File: src/rtl/ov7670_pkg.sv
// ov7670_pkg: shared constants for the AL422B frame FIFO read path.
// State encoding, default frame geometry and pointer-reset length.
package ov7670_pkg;

  localparam logic [2:0] IDLE  = 3'd0;
  localparam logic [2:0] RRST  = 3'd1;
  localparam logic [2:0] RD_HI = 3'd2;
  localparam logic [2:0] RD_LO = 3'd3;
  localparam logic [2:0] PUSH  = 3'd4;
  localparam logic [2:0] DONE  = 3'd5;

  typedef enum logic [2:0] {
    S_IDLE  = IDLE,
    S_RRST  = RRST,
    S_RD_HI = RD_HI,
    S_RD_LO = RD_LO,
    S_PUSH  = PUSH,
    S_DONE  = DONE
  } state_t;

  localparam int DEF_H_PIX    = 320;
  localparam int DEF_V_LINE   = 240;
  localparam int DEF_RCLK_DIV = 2;

  localparam int RRST_PERIODS = 4;

  // Counter width able to hold 0..n-1, never below one bit.
  function automatic int cnt_width(input int n);
    return (n < 2) ? 1 : $clog2(n);
  endfunction

endpackage

File: src/rtl/ov7670_rclk_gen.sv
// ov7670_rclk_gen: AL422B read clock, RCLK_DIV cycles low then high.
// i_en runs it; o_rclk drives RCLK; o_sample_stb marks last high cycle.
module ov7670_rclk_gen
  import ov7670_pkg::*;
#(
  parameter int RCLK_DIV = DEF_RCLK_DIV
) (
  input  logic i_clk,
  input  logic i_rst,
  input  logic i_en,
  output logic o_rclk,
  output logic o_sample_stb
);

  localparam int CW = cnt_width(2 * RCLK_DIV);
  localparam logic [CW-1:0] C_LAST = CW'(2 * RCLK_DIV - 1);
  localparam logic [CW-1:0] C_HI   = CW'(RCLK_DIV);

  logic [CW-1:0] r_cnt;
  logic [CW-1:0] w_cnt_nxt;
  logic          r_rclk;

  // Phase counter wraps every period and falls to zero when disabled,
  // so each enable burst starts at the beginning of a low phase.
  always_comb begin
    w_cnt_nxt = '0;
    if (i_en && (r_cnt != C_LAST))
      w_cnt_nxt = r_cnt + 1'b1;
  end

  always_ff @(posedge i_clk or posedge i_rst) begin
    if (i_rst) begin
      r_cnt  <= '0;
      r_rclk <= 1'b0;
    end else begin
      r_cnt  <= w_cnt_nxt;
      r_rclk <= (w_cnt_nxt >= C_HI);
    end
  end

  assign o_rclk       = r_rclk;
  assign o_sample_stb = i_en && (r_cnt == C_LAST);

endmodule

File: src/rtl/ov7670_fifo_rd.sv
// ov7670_fifo_rd: reads one RGB565 frame from the AL422B after WR_FRAME
// rises. FIFO_* drive the FIFO; PIX_* is a valid/ready pixel stream.
module ov7670_fifo_rd
  import ov7670_pkg::*;
#(
  parameter int H_PIX    = DEF_H_PIX,
  parameter int V_LINE   = DEF_V_LINE,
  parameter int RCLK_DIV = DEF_RCLK_DIV
) (
  input  logic        SYS_CLK,
  input  logic        RST,
  input  logic        WR_FRAME,
  input  logic        PIX_READY,
  input  logic [7:0]  FIFO_DATA,
  output logic        FIFO_RCLK,
  output logic        FIFO_RRST,
  output logic        FIFO_OE,
  output logic [15:0] PIX_DATA,
  output logic        PIX_VALID,
  output logic [8:0]  PIX_X,
  output logic [7:0]  PIX_Y,
  output logic        FRAME_DONE,
  output logic        R_IDLE
);

  localparam int RW = cnt_width(RRST_PERIODS);
  localparam logic [RW-1:0] RRST_LAST = RW'(RRST_PERIODS - 1);
  localparam logic [8:0]    X_LAST    = 9'(H_PIX - 1);
  localparam logic [7:0]    Y_LAST    = 8'(V_LINE - 1);

  state_t        r_state;
  logic          r_wr_q;
  logic [RW-1:0] r_rrst_cnt;
  logic          r_rrst_n;
  logic          r_oe_n;
  logic [15:0]   r_data;
  logic          r_valid;
  logic [8:0]    r_x;
  logic [7:0]    r_y;
  logic          r_done;
  logic          r_idle;

  logic w_en;
  logic w_stb;

  assign w_en = (r_state == S_RRST) ||
                (r_state == S_RD_HI) ||
                (r_state == S_RD_LO);

  ov7670_rclk_gen #(
    .RCLK_DIV(RCLK_DIV)
  ) u_rclk (
    .i_clk       (SYS_CLK),
    .i_rst       (RST),
    .i_en        (w_en),
    .o_rclk      (FIFO_RCLK),
    .o_sample_stb(w_stb)
  );

  always_ff @(posedge SYS_CLK or posedge RST) begin
    if (RST) begin
      r_state    <= S_IDLE;
      r_wr_q     <= 1'b0;
      r_rrst_cnt <= '0;
      r_rrst_n   <= 1'b1;
      r_oe_n     <= 1'b1;
      r_data     <= '0;
      r_valid    <= 1'b0;
      r_x        <= '0;
      r_y        <= '0;
      r_done     <= 1'b0;
      r_idle     <= 1'b1;
    end else begin
      r_wr_q <= WR_FRAME;
      r_done <= 1'b0;
      unique case (r_state)
        S_IDLE: begin
          // R_IDLE must drop on this very edge: the write side
          // samples it two cycles after raising WR_FRAME.
          if (WR_FRAME && !r_wr_q) begin
            r_idle     <= 1'b0;
            r_oe_n     <= 1'b0;
            r_rrst_n   <= 1'b0;
            r_rrst_cnt <= '0;
            r_state    <= S_RRST;
          end
        end
        S_RRST: begin
          if (w_stb) begin
            r_rrst_cnt <= r_rrst_cnt + 1'b1;
            if (r_rrst_cnt == RRST_LAST) begin
              r_rrst_n <= 1'b1;
              r_state  <= S_RD_HI;
            end
          end
        end
        S_RD_HI: begin
          if (w_stb) begin
            r_data[15:8] <= FIFO_DATA;
            r_state      <= S_RD_LO;
          end
        end
        S_RD_LO: begin
          if (w_stb) begin
            r_data[7:0] <= FIFO_DATA;
            r_valid     <= 1'b1;
            r_state     <= S_PUSH;
          end
        end
        S_PUSH: begin
          // Coordinates advance together with VALID falling so they
          // always name the pixel currently on PIX_DATA.
          if (PIX_READY) begin
            r_valid <= 1'b0;
            if (r_x < X_LAST) begin
              r_x     <= r_x + 1'b1;
              r_state <= S_RD_HI;
            end else begin
              r_x <= '0;
              if (r_y < Y_LAST) begin
                r_y     <= r_y + 1'b1;
                r_state <= S_RD_HI;
              end else begin
                r_y     <= '0;
                r_state <= S_DONE;
              end
            end
          end
        end
        S_DONE: begin
          r_done  <= 1'b1;
          r_oe_n  <= 1'b1;
          r_idle  <= 1'b1;
          r_state <= S_IDLE;
        end
        default: r_state <= S_IDLE;
      endcase
    end
  end

  assign FIFO_RRST  = r_rrst_n;
  assign FIFO_OE    = r_oe_n;
  assign PIX_DATA   = r_data;
  assign PIX_VALID  = r_valid;
  assign PIX_X      = r_x;
  assign PIX_Y      = r_y;
  assign FRAME_DONE = r_done;
  assign R_IDLE     = r_idle;

endmodule

File: config.mk
export PLATFORM = sky130hd
export DESIGN_NAME = ov7670_fifo_rd
export DESIGN_NICKNAME = d
export VERILOG_FILES = /design/src/rtl/ov7670_pkg.sv /design/src/rtl/ov7670_rclk_gen.sv /design/src/rtl/ov7670_fifo_rd.sv
export SDC_FILE = /design/constraint.sdc
export NUM_CORES = 1
export LEC_CHECK = 0
export BUFFER_PORTS_ARGS = -buffer_cell sky130_fd_sc_hd__buf_2
export CAP_MARGIN = 20
export CELL_PAD_IN_SITES_DETAIL_PLACEMENT = 2
export CELL_PAD_IN_SITES_GLOBAL_PLACEMENT = 2
export CORE_ASPECT_RATIO = 1.5
export CORE_UTILIZATION = 31
export DETAILED_ROUTE_END_ITERATION = 12
export PLACE_DENSITY_LB_ADDON = 0.1
export SLEW_MARGIN = 20
export SYNTH_ARGS = -nofsm -noshare
export SYNTH_HDL_FRONTEND = slang
export SYNTH_SLANG_ARGS = --single-unit
File: constraint.sdc
create_clock -name SYS_CLK -period 1.5 [get_ports SYS_CLK]
set_input_delay 0.225 -clock SYS_CLK [delete_from_list [all_inputs] [get_ports SYS_CLK]]
set_output_delay 0.225 -clock SYS_CLK [all_outputs]
set_load 0.05 [all_outputs]
==> results of run 1 <==
[synth_stat cells (2+ instances only)]
| cell | count |
|---|---|
| a21oi_1 | 7 |
| and4_1 | 2 |
| buf_2 | 3 |
| a22o_1 | 4 |
| dfstp_2 | 2 |
| nor3_1 | 2 |
| a31oi_1 | 2 |
| ha_1 | 4 |
| mux2_2 | 10 |
| buf_6 | 2 |
| buf_4 | 4 |
| o21a_1 | 2 |
| o31ai_1 | 8 |
| and3_1 | 4 |
| o21ai_0 | 16 |
| nor2_1 | 10 |
| nand3_1 | 7 |
| nand2_1 | 18 |
| inv_1 | 2 |
| dfrtp_1 | 43 |
| mux2_4 | 8 |
| a211o_1 | 2 |
| nand4_1 | 2 |
| nand2b_1 | 2 |
[registers in the layout (all words and copies together), names as in the netlist]
name and cells:
FIFO_RRST 1, FRAME_DONE 1, PIX_DATA 16, PIX_VALID 1
PIX_X 9, PIX_Y 8, R_IDLE 1, r_rrst_cnt 2
r_state 3, r_wr_q 1, u_rclk.r_cnt 2
[cell usage in the layout (no fill, tap or decap), types with 2 or more instances in the layout]
master / instances
a211o_1: 2
a21oi_1: 7
a22o_1: 4
a31oi_1: 2
and3_1: 3
and4_1: 2
buf_2: 50
buf_4: 28
buf_6: 5
bufinv_16: 2
clkbuf_8: 5
dfrtp_1: 24
dfrtp_2: 19
dfstp_2: 2
ha_1: 2
ha_4: 2
mux2_2: 8
mux2_4: 10
nand2_1: 16
nand2_4: 2
nand2b_1: 2
nand3_1: 6
nand4_1: 2
nor2_1: 10
o21a_1: 2
o21ai_0: 15
o31ai_1: 5
o31ai_2: 3
[critical path, delay by kind of cell, from the launching register on]
kind	cells	cell delay, ps
buf+inv	1	150
simple gates	2	400
flops	1	400
mux	1	300
fa+ha+maj	1	180
[power breakdown]
| part | internal, mW | switching [mW] |
|---|---|---|
| clock | 0.671 | 0.463 |
| combinational | 0.725 | 1.37 |
| sequential | 1.53 | 0.223 |
| total | 2.93 | 2.05 |
[layer usage]
metal / GRT usage, % / vias to the layer above / part of all wire [%]
met4: 6.56 / 0 / 1.6
met3: 3.38 / 7 / 2.7
met5: 0 / - / 0
met2: 37.2 / 33 / 57
met1: 20.4 / 950 / 39
li1: - / 862 / -
[cell families (layout without fill, tap and decap cells)]
logic type | after synthesis | after routing
adder cells (fa/ha/maj) | 4 | 4
AND/OR/NAND/NOR | 57 | 57
AO/OA/AOI/OAI | 51 | 51
XOR/XNOR | 2 | 2
flip-flops | 45 | 45
multiplexers | 18 | 18
buffers and inverters | 13 | 96
[area by class of cell]
cell class	instances	share of cell area, %
clock buffer	5	2.28
clock inverter	3	2.28
inverter	3	0.373
multi-input combinational	132	35.5
sequential	45	38.2
tap	78	3.24
timing repair buffer	85	18.1
[per-stage QoR]
step	hold slack, ps	cell area (um^2)	TNS (ps)
floorplan	256	2270	-3830
global placement	281	2760	-298
detailed placement	288	2760	-847
CTS	17.8	2970	-169
global route	7.26	3020	-849
finish	29.1	3020	-200
[worst min path at each step]
stage / to / startpoint / slack [ps] / cells past startpoint
final: r_wr_q / WR_FRAME / 30 / 1
after global routing: r_wr_q / WR_FRAME / 7 / 1
after CTS: r_wr_q / WR_FRAME / 20 / 1
after detailed placement: PIX_DATA[1] / RST / 290 / 3
after global placement: PIX_X[3] / RST / 280 / 3
after floorplan: r_wr_q / WR_FRAME / 260 / 0
[repair_timing]
action / CTS / global route
pin swaps: 4 / 4
resized for setup: 7 / 10
gates cloned: 1 / 0
setup endpoints to repair: 16 / 18
buffers inserted: 4 / 1
endpoints found under the hold margin: 43 / 0
hold buffers: 1 / 0
==> impl_metrics.py, run 1 <==
metrics = {
    "status": {
        "status": "finished, violations left",
        "violations": "design-rule violations, negative setup slack",
    },
    "route": {
        "avgViaCountPerCell": 5.28,
        "vias": 1852,
        "wl_per_cell_um": 18.6,
        "drc": 5,
        "dr.pass1.iters": 8,
        "drt-total-wl_um": 6520,
        "detail_route.iter0.violations": 69,
        "ant_nets": 0,
    },
    "job": {
        "max_cap_viol_count": 0,
    },
    "logic_synthesis": {
        "synth-xor-area-share_pct": 0.804,
        "muxShareOfSynthArea_pct": 10.7,
        "synth_top_family_by_area": "compound AO/OA/AOI/OAI gates",
        "synthArstFlopShare_pct": 100,
        "netlist_area_mm2": 0.00218,
        "synth_seq_cells": 45,
        "synth_top_area_cell": "dfrtp_1",
        "synthesis.area_per_instance_um2": 11.5,
        "yosys.area_share.adder_pct": 2.30,
        "synth_flop_cell": "dfrtp_1",
        "ys_types": 48,
        "synth_edf_count": 0,
        "ys_seq_area_share_pct": 51.8,
        "synth_top_cell_area_share_pct": 49.4,
        "synth_compound_area_share_pct": 16.0,
        "yosys.area_share.simple_pct": 14.5,
        "synth_nets": 206,
        "synth_cells": 190,
        "yosysWarnings": 0,
        "synthTopCellsByArea": "dfrtp_1 49%, mux2_4 5.5%, mux2_2 5.2%, o21ai_0 3.7%, nand2_1 3.1%",
    },
    "worst_setup_path": {
        "required_ps": 1700,
        "crit_start": "u_rclk.r_cnt[0]",
        "rr_endpoint": "PIX_DATA[7]",
        "worstSetupPathType": "flip-flop to flip-flop",
        "rrSetupSlack_ps": -40,
        "slowest_stage": "dfrtp_1",
        "startpoint_type": "flip-flop",
        "cp-end-kind": "flip-flop",
        "regToRegStartpoint": "u_rclk.r_cnt[0]",
        "arrival_ps": 1740,
        "path_max_fanout": 5,
        "crit_end": "PIX_DATA[7]",
        "crit_chain": "ha_4 -> nand2_4 -> or3_4 -> buf_6 -> mux2_4",
        "cpPeakStageDelay_ps": 400,
        "r2r_cells": 5,
    },
    "layout": {
        "seq_area_mm2": 0.00115,
        "diodes": 0,
        "multiInputGateArea_mm2": 0.00107,
        "nets": 288,
        "n_fill_cell": 736,
        "layout-drive-gt1-share_pct": 54.6,
        "synthToLayoutAreaGrowth_pct": 38.4,
        "final_cells": 351,
        "post-route-util_pct": 44.0,
    },
    "placement": {
        "preCtsSetupSlack_ps": -107,
        "place_hpwl_um": 4830,
        "placed_cells": 337,
        "place_congestion": 0.771,
        "portBuffers": 50,
    },
    "clock_network": {
        "cts_root_buffer": "clkbuf_8",
        "cts_buffers": 5,
        "cts_tree": "done",
        "htreeDepth": 2,
        "cts_buffer_depth": 2,
        "clkSinkCount": 45,
        "clk_pin_slew_ps": 90,
        "worstSkewPairLatency_ps": 310,
    },
    "pwr": {
        "total_power_mw": 4.98,
        "p_leak_nw": 1.44,
        "max-vdd-ir-drop_mv": 0.484,
        "power_density_mw_per_mm2": 1650,
    },
    "timing": {
        "min_period_ps": 1540,
        "setup_ws_ps": -38.3,
        "max_freq_mhz": 650,
        "slew_headroom_pct": 77.8,
        "setup_viol": 8,
        "period_share_pct": 103,
        "hold_violations": 0,
        "fin_skew_ps": 6.43,
        "tightestPinTransition_ps": 332,
        "maxSlewViolCount": 0,
        "rsz0062_at_grt": "yes",
    },
    "global_route": {
        "grt_util_all_layers_pct": 19.2,
        "overflow": 0,
        "grt_pass1_wl_um": 10900,
        "grt_max_degree": 46,
        "grt_pass1_vias": 2107,
        "antenna_found_initial": 0,
    },
    "worst_hold_path": {
        "hold_class": "input pin to flip-flop",
    },
    "floorplan": {
        "rows": 37,
        "ioPinCount": 51,
        "core_area_mm2": 0.00685,
        "start_util_pct": 31.8,
        "die_x_um": 70.5,
        "die_area_mm2": 0.00738,
        "die_h_um": 105,
    },
}
Power figures use the tool's default switching activity.
==> run 2, diff against run 1 <==
--- a/config.mk
+++ b/config.mk
@@ -10,9 +10,10 @@
 export CELL_PAD_IN_SITES_DETAIL_PLACEMENT = 2
 export CELL_PAD_IN_SITES_GLOBAL_PLACEMENT = 2
 export CORE_ASPECT_RATIO = 1.5
+export CORE_MARGIN = 2
 export CORE_UTILIZATION = 31
 export DETAILED_ROUTE_END_ITERATION = 12
-export PLACE_DENSITY_LB_ADDON = 0.1
+export PLACE_DENSITY = 0.77
 export SLEW_MARGIN = 20
 export SYNTH_ARGS = -nofsm -noshare
 export SYNTH_HDL_FRONTEND = slang
==> impl_metrics.py, run 2 (synthesis results as in run 1) <==
metrics = {
    "route": {
        "ant_nets": 0,
        "drt-total-wl_um": 6690,
        "avgViaCountPerCell": 5.33,
        "dr.pass1.iters": 4,
        "drc": 0,
        "vias": 1861,
        "wl_per_cell_um": 19.2,
        "detail_route.iter0.violations": 56,
    },
    "clock_network": {
        "cts_tree": "done",
        "clk_pin_slew_ps": 90,
        "worstSkewPairLatency_ps": 310,
        "cts_buffer_depth": 2,
        "htreeDepth": 2,
        "cts_buffers": 5,
        "clkSinkCount": 45,
        "cts_root_buffer": "clkbuf_8",
    },
    "timing": {
        "hold_violations": 0,
        "fin_tns_setup_ps": -285,
        "rsz0062_at_grt": "yes",
        "fin_skew_ps": 8.09,
        "max_freq_mhz": 646,
        "setup_viol": 8,
        "slew_headroom_pct": 72.7,
        "setup_ws_ps": -48.5,
        "hold_slack_ps": 34.3,
        "tightestPinTransition_ps": 409,
        "period_share_pct": 103,
        "maxSlewViolCount": 0,
        "min_period_ps": 1550,
    },
    "placement": {
        "preCtsSetupSlack_ps": -114,
        "placed_area_mm2": 0.00277,
        "portBuffers": 50,
        "place_hpwl_um": 4820,
        "placed_cells": 336,
        "place_congestion": 0.767,
    },
    "global_route": {
        "grt_pass1_wl_um": 10800,
        "top_usage_layer": "met2",
        "antenna_found_initial": 0,
        "grt_use_met1_pct": 20.1,
        "grt_pass1_vias": 2066,
        "grt_util_all_layers_pct": 18.1,
        "grt_use_met3_pct": 2.54,
        "overflow": 0,
        "grt_max_degree": 18,
        "grt_use_met2_pct": 34.9,
    },
    "layout": {
        "diodes": 0,
        "synthToLayoutAreaGrowth_pct": 38.3,
        "final_cells": 349,
        "nets": 286,
        "final_cell_mix": "50 x buf_2, 25 x buf_4, 22 x dfrtp_1",
        "post-route-util_pct": 44.0,
        "layout-drive-gt1-share_pct": 56.8,
        "design_area_mm2": 0.00301,
        "largest_reg_flops": 16,
        "layout_commonest_cell": "buf_2",
    },
    "worst_setup_path": {
        "required_ps": 1700,
        "path_max_fanout": 6,
        "arrival_ps": 1750,
        "regToRegStartpoint": "u_rclk.r_cnt[0]",
        "rr_endpoint": "PIX_DATA[7]",
        "cp-end-kind": "flip-flop",
        "rrSetupSlack_ps": -50,
        "startpoint_type": "flip-flop",
        "r2r_cells": 5,
        "worstSetupPathType": "flip-flop to flip-flop",
    },
    "floorplan": {
        "die_h_um": 107,
        "core_area_mm2": 0.00685,
        "die_area_mm2": 0.00773,
        "ioPinCount": 51,
        "start_util_pct": 31.8,
        "rows": 37,
        "die_x_um": 72.5,
    },
    "worst_hold_path": {
        "hold_class": "input pin to flip-flop",
        "hp-start": "WR_FRAME",
        "hold_end": "r_wr_q",
        "holdPathStages": 1,
    },
    "pwr": {
        "total_power_mw": 4.73,
        "p_seq_share_pct": 37.6,
        "comb_power_share_pct": 45.7,
        "internal_power_mw": 2.65,
        "max-vdd-ir-drop_mv": 0.501,
        "p_leak_nw": 1.43,
        "power_density_mw_per_mm2": 1570,
        "p_clk_share_pct": 16.7,
        "p_sw_share_pct": 44.0,
        "switchingPower_mw": 2.08,
    },
    "status": {
        "status": "finished, violations left",
        "violations": "negative setup slack",
    },
    "job": {
        "max_cap_viol_count": 0,
    },
}
-- run 2: timing repair --
action                                  in CTS  in global routing
buffers inserted                             2                  1
endpoints found under the setup margin      21                 28
hold buffers                                 1                  0
gates cloned                                 0                  1
endpoints found under the hold margin       12                  0
pin swaps                                    2                  3
resized for setup                           17                 11
-- run 2: power by group through the flow --
stage / registers, mW / clock network (mW) / logic (mW)
3_3_place_gp: 1.78 / 0 / 1.99
2_1_floorplan: 2.57 / 0 / 0.726
5_1_grt: 1.83 / 0.841 / 2.30
3_5_place_dp: 1.80 / 0 / 2.05
6_report: 1.78 / 0.789 / 2.16
4_1_cts: 1.78 / 0.818 / 2.13
-- run 2: worst max-delay path by stage --
stage                          from           to  slack [ps]  cells after the start
floorplan           u_rclk.r_cnt[1]  PIX_DATA[0]        -240                      6
CTS                 u_rclk.r_cnt[0]  PIX_DATA[1]         -40                      5
detailed placement       r_state[0]  PIX_DATA[9]        -110                      4
global route        u_rclk.r_cnt[0]  PIX_DATA[1]         -90                      5
finish              u_rclk.r_cnt[0]  PIX_DATA[7]         -50                      5
global placement         r_state[0]  PIX_DATA[9]         -30                      4
-- run 2: area by class of cell --
class / instances / area (um^2)
clock inverter: 3 / 21.3
sequential: 45 / 1150
multi-input combinational: 133 / 1130
clock buffer: 5 / 68.8
inverter: 3 / 11.3
fill: 726 / 3840
tap: 78 / 97.6
timing repair buffer: 82 / 533
-- run 2: layer usage --
metal | wire length [um] | part of all wire (%)
met3 | 147 | 2.2
met2 | 3960 | 59
met1 | 2480 | 37
met5 | 0 | 0
met4 | 97 | 1.5
-- run 2: worst max-delay path, cell delays in order (launching register included) --
cell     delay [ps]
dfrtp_1         400
ha_4            190
nand2_4          60
or3_4           340
buf_6           150
mux2_4          300
==> run 3, diff against run 2 <==
--- a/config.mk
+++ b/config.mk
@@ -5,11 +5,11 @@
 export SDC_FILE = /design/constraint.sdc
 export NUM_CORES = 1
 export LEC_CHECK = 0
-export BUFFER_PORTS_ARGS = -buffer_cell sky130_fd_sc_hd__buf_2
+export BUFFER_PORTS_ARGS = -buffer_cell sky130_fd_sc_hd__buf_4
 export CAP_MARGIN = 20
-export CELL_PAD_IN_SITES_DETAIL_PLACEMENT = 2
+export CELL_PAD_IN_SITES_DETAIL_PLACEMENT = 1
 export CELL_PAD_IN_SITES_GLOBAL_PLACEMENT = 2
-export CORE_ASPECT_RATIO = 1.5
+export CORE_ASPECT_RATIO = 1.1
 export CORE_MARGIN = 2
 export CORE_UTILIZATION = 31
 export DETAILED_ROUTE_END_ITERATION = 12
==> impl_metrics.py, run 3 (synthesis results as in run 1) <==
metrics = {
    "status": {
        "status": "finished, violations left",
        "violations": "negative setup slack",
    },
    "worst_setup_path": {
        "cpPeakStageDelay_ps": 390,
        "cp-end-kind": "flip-flop",
        "slowest_stage": "dfrtp_1",
        "startpoint_type": "flip-flop",
        "crit_chain": "ha_4 -> nand2_2 -> or3_4 -> buf_6 -> mux2_4",
        "required_ps": 1700,
        "worstSetupPathType": "flip-flop to flip-flop",
        "arrival_ps": 1710,
        "path_max_fanout": 5,
    },
    "clock_network": {
        "cts_root_buffer": "clkbuf_8",
        "clk_pin_slew_ps": 100,
        "worstSkewPairLatency_ps": 300,
        "cts_buffers": 5,
        "cts_buffer_depth": 2,
        "clkSinkCount": 45,
        "htreeDepth": 2,
        "cts_tree": "done",
    },
    "timing": {
        "max_freq_mhz": 662,
        "setup_viol": 5,
        "fin_skew_ps": 6.24,
        "rsz0062_at_grt": "yes",
        "period_share_pct": 101,
        "min_period_ps": 1510,
        "setup_ws_ps": -9.86,
        "slew_headroom_pct": 81.4,
        "tightestPinTransition_ps": 275,
        "hold_violations": 0,
        "maxSlewViolCount": 0,
    },
    "route": {
        "avgViaCountPerCell": 4.96,
        "wl_per_cell_um": 15.4,
        "drt-total-wl_um": 5680,
        "vias": 1834,
        "ant_nets": 0,
        "dr.pass1.iters": 4,
        "drc": 0,
        "detail_route.iter0.violations": 31,
    },
    "pwr": {
        "switchingPower_mw": 2.03,
        "internal_power_mw": 2.78,
        "p_leak_nw": 1.50,
        "comb_power_share_pct": 46.4,
        "p_clk_share_pct": 17.0,
        "p_sw_share_pct": 42.2,
        "power_density_mw_per_mm2": 1510,
        "total_power_mw": 4.82,
        "max-vdd-ir-drop_mv": 0.949,
        "p_seq_share_pct": 36.6,
    },
    "global_route": {
        "grt_util_all_layers_pct": 15.1,
        "overflow": 0,
        "grt_pass1_wl_um": 9470,
        "grt_max_degree": 46,
        "grt_pass1_vias": 1922,
        "antenna_found_initial": 0,
    },
    "worst_hold_path": {
        "hold_class": "input pin to flip-flop",
    },
    "layout": {
        "diodes": 0,
        "layout-drive-gt1-share_pct": 57.2,
        "final_cell_mix": "90 x buf_4, 23 x dfrtp_1, 20 x dfrtp_2",
        "nets": 300,
        "largest_reg_flops": 16,
        "synthToLayoutAreaGrowth_pct": 46.7,
        "post-route-util_pct": 46.2,
        "layout_commonest_cell": "buf_4",
    },
    "floorplan": {
        "ioPinCount": 51,
        "rows": 32,
        "start_util_pct": 31.5,
        "die_h_um": 91.9,
        "die_area_mm2": 0.00772,
        "die_x_um": 84.0,
        "core_area_mm2": 0.00693,
    },
    "placement": {
        "place_congestion": 0.724,
        "portBuffers": 50,
        "place_hpwl_um": 4110,
        "preCtsSetupSlack_ps": -50.0,
    },
    "job": {
        "max_cap_viol_count": 0,
    },
}
run 3: changes by cell type in the layout (fill, tap and decap cells not counted), sizes merged:
cell | before | now
a21oi | 9 | 8
buf | 81 | 96
clkinv | 1 | 0
inv | 4 | 5
run 3: area by class of cell:
type / count / area, um^2
clock inverter: 3 / 25.0
multi-input combinational: 132 / 1070
inverter: 3 / 11.3
clock buffer: 5 / 68.8
tap: 85 / 106
fill: 777 / 3730
sequential: 45 / 1150
timing repair buffer: 97 / 762
run 3: final timing paths:
| path | startpoint | endpoint | slack [ps] | cells past startpoint |
|---|---|---|---|---|
| worst max-delay path | u_rclk.r_cnt[0] | PIX_DATA[1] | -10 | 5 |
| worst min-delay path | WR_FRAME | r_wr_q | 30 | 1 |
| worst max register to register | u_rclk.r_cnt[0] | PIX_DATA[1] | -10 | 5 |
| worst min register to register | PIX_VALID | PIX_VALID | 500 | 2 |
| max in group asynchronous | RST | FIFO_RRST | 690 | 4 |
| min in group asynchronous | RST | PIX_VALID | 540 | 4 |
run 3: power groups by stage:
stage               combinational, mW  sequential (mW)  clock (mW)
global placement                 2.15             1.77           0
floorplan                       0.726             2.57           0
detailed placement               2.18             1.79           0
finish                           2.24             1.76       0.817
global route                     2.38             1.81       0.896
CTS                              2.21             1.77       0.849
run 3: per-stage QoR:
stage               instances  setup TNS, ps  hold WS (ps)  cell area, um^2
floorplan                 190          -3830           256             2270
global placement          349          -67.2           289             2930
detailed placement        349           -374           297             2930
CTS                       360          -3.93          20.7             3070
global route              370           -559          20.5             3200
finish                    370          -42.6          32.4             3200
run 3: layer usage:
layer | GRT usage, % | wire [um] | up-vias | part of all wire (%)
met5 | 0 | 0 | - | 0
met4 | 4.84 | 59 | 0 | 1.0
met3 | 2.61 | 187 | 5 | 3.3
met2 | 25.2 | 2870 | 35 | 50
met1 | 19.9 | 2570 | 908 | 45
li1 | - | - | 886 | -
run 3: critical path, delay by kind of cell, from the launching register on:
kind          cells  cell delay, ps
simple gates      2             400
flops             1             390
mux               1             290
fa+ha+maj         1             170
buf+inv           1             150
run 3: what timing repair did:
action | 4_1_cts | 5_1_grt
pin swaps | 3 | 5
hold buffers | 1 | 0
setup endpoints to repair | 11 | 20
gates resized for setup | 5 | 15
setup buffers | 2 | 9
gates cloned | 0 | 1
endpoints found under the hold margin | 43 | 0
